`config.mk`:
```
export PLATFORM = sky130hd
export DESIGN_NAME = mem_wb_reg
export DESIGN_NICKNAME = d
export VERILOG_FILES = /design/src/rtl/mem_wb_reg.sv
export SDC_FILE = /design/constraint.sdc
export NUM_CORES = 1
export LEC_CHECK = 0
export BUFFER_PORTS_ARGS = -buffer_cell sky130_fd_sc_hd__buf_2
export CAP_MARGIN = 20
export CORE_MARGIN = 8
export CORE_UTILIZATION = 49
export DETAILED_ROUTE_END_ITERATION = 8
export PLACE_DENSITY = 0.86
export SLEW_MARGIN = 40
export SYNTH_ARGS = -nofsm -noshare
export SYNTH_HDL_FRONTEND = slang
export SYNTH_SLANG_ARGS = --single-unit
```
`constraint.sdc`:
```
create_clock -name clk -period 1.35 [get_ports clk]
set_input_delay 0 -clock clk [delete_from_list [all_inputs] [get_ports clk]]
set_output_delay 0 -clock clk [all_outputs]
set_load 0.02 [all_outputs]
```
`src/rtl/mem_wb_reg.sv`:
```
// mem_wb_reg: MEM/WB pipeline register.
// Captures the MEM-stage result, destination and write-back controls each clock.
// A MEM-stage freeze, or an input bubble, turns into a bubble at WB so that
// write-back never repeats and never commits an unfinished load/store.
// Optional feature macro: MEM_WB_PERF_EN adds saturating stall/retire counters.
module mem_wb_reg #(
    parameter int DEST_W = 4,
    parameter int DATA_W = 32,
    parameter int CNT_W  = 32
) (
    input  logic              clk,
    input  logic              rst,
    input  logic              freeze,
    input  logic              valid_in,
    input  logic              WB_en_in,
    input  logic              MEMread_in,
    input  logic [DEST_W-1:0] dest_in,
    input  logic [DATA_W-1:0] ALU_result_in,
    input  logic [DATA_W-1:0] MEM_result_in,
    output logic              valid,
    output logic              WB_en,
    output logic              MEMread,
    output logic [DEST_W-1:0] dest,
    output logic [DATA_W-1:0] ALU_result,
    output logic [DATA_W-1:0] MEM_result,
    output logic [DATA_W-1:0] WB_value
`ifdef MEM_WB_PERF_EN
    ,
    output logic [CNT_W-1:0]  stall_cycles,
    output logic [CNT_W-1:0]  retired
`endif
);

    logic              valid_q,   valid_d;
    logic              wb_en_q,   wb_en_d;
    logic              memread_q, memread_d;
    logic [DEST_W-1:0] dest_q,    dest_d;
    logic [DATA_W-1:0] alu_q,     alu_d;
    logic [DATA_W-1:0] mem_q,     mem_d;

    // Next state: a frozen or empty slot becomes a bubble; data fields only move when not frozen
    always_comb begin
        valid_d   = 1'b0;
        wb_en_d   = 1'b0;
        memread_d = 1'b0;
        dest_d    = dest_q;
        alu_d     = alu_q;
        mem_d     = mem_q;
        if (!freeze) begin
            valid_d   = valid_in;
            wb_en_d   = valid_in & WB_en_in;
            memread_d = valid_in & MEMread_in;
            dest_d    = dest_in;
            alu_d     = ALU_result_in;
            mem_d     = MEM_result_in;
        end
    end

    // Pipeline register with asynchronous clear of every field
    always_ff @(posedge clk or negedge rst) begin
        if (!rst) begin
            valid_q   <= 1'b0;
            wb_en_q   <= 1'b0;
            memread_q <= 1'b0;
            dest_q    <= '0;
            alu_q     <= '0;
            mem_q     <= '0;
        end else begin
            valid_q   <= valid_d;
            wb_en_q   <= wb_en_d;
            memread_q <= memread_d;
            dest_q    <= dest_d;
            alu_q     <= alu_d;
            mem_q     <= mem_d;
        end
    end

    // Registered outputs and the zero-latency write-back value select
    always_comb begin
        valid      = valid_q;
        WB_en      = wb_en_q;
        MEMread    = memread_q;
        dest       = dest_q;
        ALU_result = alu_q;
        MEM_result = mem_q;
        WB_value   = memread_q ? mem_q : alu_q;
    end

`ifdef MEM_WB_PERF_EN
    logic [CNT_W-1:0] stall_q, stall_d;
    logic [CNT_W-1:0] ret_q,   ret_d;

    // Increment that sticks at all-ones instead of wrapping
    function automatic logic [CNT_W-1:0] sat_inc(input logic [CNT_W-1:0] c);
        return (&c) ? c : c + {{(CNT_W-1){1'b0}}, 1'b1};
    endfunction

    // Counter next state: freeze counts a stall, an accepted real instruction counts a retire
    always_comb begin
        stall_d = stall_q;
        ret_d   = ret_q;
        if (freeze) begin
            stall_d = sat_inc(stall_q);
        end else if (valid_in) begin
            ret_d = sat_inc(ret_q);
        end
    end

    // Counter registers, cleared with the pipeline register
    always_ff @(posedge clk or negedge rst) begin
        if (!rst) begin
            stall_q <= '0;
            ret_q   <= '0;
        end else begin
            stall_q <= stall_d;
            ret_q   <= ret_d;
        end
    end

    assign stall_cycles = stall_q;
    assign retired      = ret_q;
`else
    // Counter width is only meaningful with the counters present
    logic unused_cnt_w;
    assign unused_cnt_w = (CNT_W > 0);
`endif

endmodule

```
==> After elaboration in Yosys (flattened, before gate mapping) <==
Index checks and enable logic that the tools add are counted.
{ "totals": {"word_cells": 12, "out_inout_bits": 103, "register_bits": 71} }
{ "classes": {"muxes": 4, "bitwise": 2} }
{ "ops": {"columns": ["op", "count"], "rows": [
  ["two-way mux 32 bit", 1],
  ["two-way mux 1 bit", 3],
  ["AND 1 bit", 2]
]} }

==> Logic depth before layout (Yosys ltp) <==
{ "depth": {"word_depth": 2, "depth_mapped": 3, "mapped_depth_nobuf": 1} }

==> Worst setup path before layout <==
OpenSTA, ideal clock, no wires.
{ "synth_timing": {"kind": "flip-flop to output port", "start": "register memread_q (netlist: MEMread)", "end": "output port WB_value[0]", "required_ns": 1.350, "slack_ns": 0.229, "path_stages_with_launch": 4, "arrival_ns": 1.121, "cell_sequence": "dfrtp_1 -> buf_6 -> buf_6 -> mux2_2"} }
{ "synth_between": {"elab_chain_cells": 1} }
{ "synth_rtl": {"columns": ["item", "line_no", "text"], "rows": [
  ["start, declared", "36", "logic memread_q, memread_d;"],
  ["start signal, assigned", "71", "memread_q <= memread_d;"],
  ["two-way mux 32 bit", "86", "WB_value = memread_q ? mem_q : alu_q;"],
  ["end, declared", "26", "output logic [DATA_W-1:0] WB_value"]
]} }
No other way between the ends.

==> Worst setup path in the final report <==
{ "layout_timing": {"start": "register memread_q (netlist: MEMread)", "end": "output port WB_value[30]"} }
The elaborated chain is that of the path after synthesis.

==> key figures <==
STA
  • Setup ws final: -133.1 ps
  • Post-route minimum period: 1483 ps
  • Fin crit share: 109.9%
  • Setup-failing EPs final: 32
  • Worst hold slack: 96.69 ps
  • Final hold vios: 0
  • Slew @ Worst Pin: 374.6 ps
  • Count of pins over their slew limit: 0
  • Fmax: 674.3 MHz
  • Relative slew slack: 75.02%
  • Skew final: 0 ps
  • Fin Setup TNS: -2717 ps
  • RSZ-0062 raised after global routing: true

Power
  • Worst VDD drop: 0.5887 mV
  • Seq pwr share: 40.0%
  • Logic pwr share: 28.4%
  • P_sw: 0.001769 W
  • Sw frac: 28.19%
  • Pwr Density: 1169 nW/µm²
  • Total power: 0.006276 W
  • Leak: 2.767 nW
  • Cell Int Power: 0.004507 W
  • Clk pwr share: 31.6%

Logic synthesis
  • Synth async-reset ratio: 100.0%
  • Synth Flop Type: dfrtp_1
  • Mapped cell area: 3373 µm²
  • Flops & latches, synth: 71
  • Area share of fa/ha/maj cells after synthesis: 0%
  • Most frequent cell after synthesis: dfrtp_1
  • Yosys top cell by area: dfrtp_1
  • Cell count after synthesis: 186
  • Post-Synth Simple-Gate Area: 0.7047%
  • Register area share after synthesis: 52.67%
  • Top-area cell type share of the netlist area: 52.67%
  • Compound-Gate Fraction of Synth Area: 0%
  • Synth Area in XOR/XNOR: 0%
  • Largest family of logic cells by synthesized area: multiplexers
  • Number of library cell types mapped by synthesis: 7
  • Area contributors post-synth: dfrtp_1, mux2_4, mux2_2
  • Synthesized area per cell: 18.14 µm²
  • Post-Syn Nets: 260
  • EDFF count, synth: 0
  • Multiplexer area fraction after synthesis: 41.06%
  • Ys Warns: 0
  • Commonest cells post-synth: dfrtp_1, mux2_4, mux2_2

CTS
  • CTS H-tree depth: 3
  • Inserted Clock Buffers: 9
  • Clock Latency Late Sink: 320 ps
  • Clk pin slew, worst setup/hold paths: 70 ps
  • CTS Buffer Depth: 2
  • CTS tree: built
  • Clock Root Buffer: clkbuf_8
  • Post-CTS Setup Inserts: 0
  • CTS sink cnt: 71

Status
  • Status: finished with violations
  • Failing checks: negative setup slack

Job
  • Max_cap viols: 0

Floorplan
  • DIE WIDTH: 98.97 µm
  • Die area: 9795 µm²
  • Io pins: 177
  • FP Rows: 30
  • Starting density of the core: 50.20%
  • Core area: 6719 µm²
  • Chip height: 98.97 µm

Global route
  • Number of global-route vias before repair: 2,955
  • Antenna violations before repair: 0
  • GR Overflow Total: 0
  • First-pass GRT wire length: 15,840 µm
  • Pin count of the biggest net entering global routing: 72
  • Gr usage total: 20.14%

Worst setup path
  • CP Capture Type: primary output
  • CP Launch Type: register
  • Max FO, Critical Path: 8
  • Arrival time worst endpoint: 1480 ps
  • CP required: 1350 ps
  • CP Class: reg2out

Route
  • Via count: 2,497
  • Final WL: 10,390 µm
  • Via density: 4.747
  • 1st-pass router iterations: 4
  • Iteration-0 DRC Markers: 45
  • DRC viols: 0
  • Post-route ant nets: 0
  • Routed wire per std cell: 19.75 µm

Finish
  • # diodes: 0
  • Fin nets: 515
  • Layout cells sized above 1: 67.04%
  • Final instance area: 5368 µm²
  • P&R area growth vs syn: 59.12%

Place
  • Dpl hpwl: 6157 µm
  • Final Wtd Congestion: 0.7431
  • Post-DP Area: 4257 µm²
  • Port bufs: 176

Min path
  • Worst Hold Class: in2reg
-- power by group through the flow --
stage / Sequential (W) / Clock (W) / Combinational [W]
4_1_cts: 0.00250 / 0.00203 / 0.00168
3_3_place_gp: 0.00252 / 0 / 0.00149
2_1_floorplan: 0.00277 / 0 / 0.000730
3_5_place_dp: 0.00254 / 0 / 0.00152
6_report: 0.00251 / 0.00198 / 0.00178
5_1_grt: 0.00254 / 0.00210 / 0.00188
-- cells by family (layout without fill, tap and decap cells) --
logic type,after synthesis,in the layout
DFF,71,71
muxes,100,100
and+or+nand+nor,3,3
buffers and inverters,12,272
-- timing repair --
action                                 4_1_cts  5_1_grt
resized for setup                            0       33
endpoints found under the hold margin      142        0
cloned                                       0        2
hold buffers                                73        0
setup endpoints to repair                   32       32
-- layout by cell type (no fill, tap or decap) --
cell type and count:
clkbuf_16 1, mux2_4 77, nor2b_1 1, buf_2 159, clkbuf_1 1, buf_4 10, and3b_1 2, dfrtp_1 70
bufinv_16 2, dlygate4sd3_1 73, clkbuf_8 13, buf_12 4, buf_6 9, mux2_2 23, dfrtp_2 1
-- path summary, 6_finish.rpt --
path                                     start              to  slack [ps]  cells past startpoint
max in group asynchronous                  rst         MEMread         800                      3
worst max-delay path                   MEMread    WB_value[30]        -130                      3
worst min-delay path                    freeze         dest[0]         100                      2
worst max register to register  ALU_result[28]  ALU_result[28]         520                      1
worst min register to register         dest[3]         dest[3]         510                      1
min in group asynchronous                  rst   MEM_result[6]         220                      3
-- cell type report --
type,count,area [µm²]
sequential,71,1778
clock inverter,2,60.06
tap,80,100.1
fill,374,1351
timing repair buffer,256,1808
clock buffer,14,182.7
multi-input combinational,103,1439
-- flip-flops by register name (all words and copies together) (netlist names) --
name and count:
ALU_result 32, MEM_result 32, dest 4, MEMread 1
WB_en 1, valid 1
-- metrics by stage --
stage | worst slack (ps) | instances | utilization, %
after detailed placement | 242.1 | 435 | 63.35
after global placement | 252.2 | 435 | 63.35
after floorplan | 229.3 | 186 | -
after CTS | -122.6 | 524 | 77.84
after global routing | -154.2 | 526 | 79.89
final | -133.1 | 526 | 79.89
-- worst max-delay path: stages, from the launching register on --
cell     delay (ps)
dfrtp_2         430
buf_6           190
mux2_2          360
buf_2           170
-- layer usage --
metal	share of wire (%)	track usage, %	vias up
met5	0	0	-
met4	1.1	6.612	0
met3	8.4	7.047	10
met2	51	34.56	112
met1	39	22.75	1207
li1	-	-	1168
(Power assumes the default switching activity.)
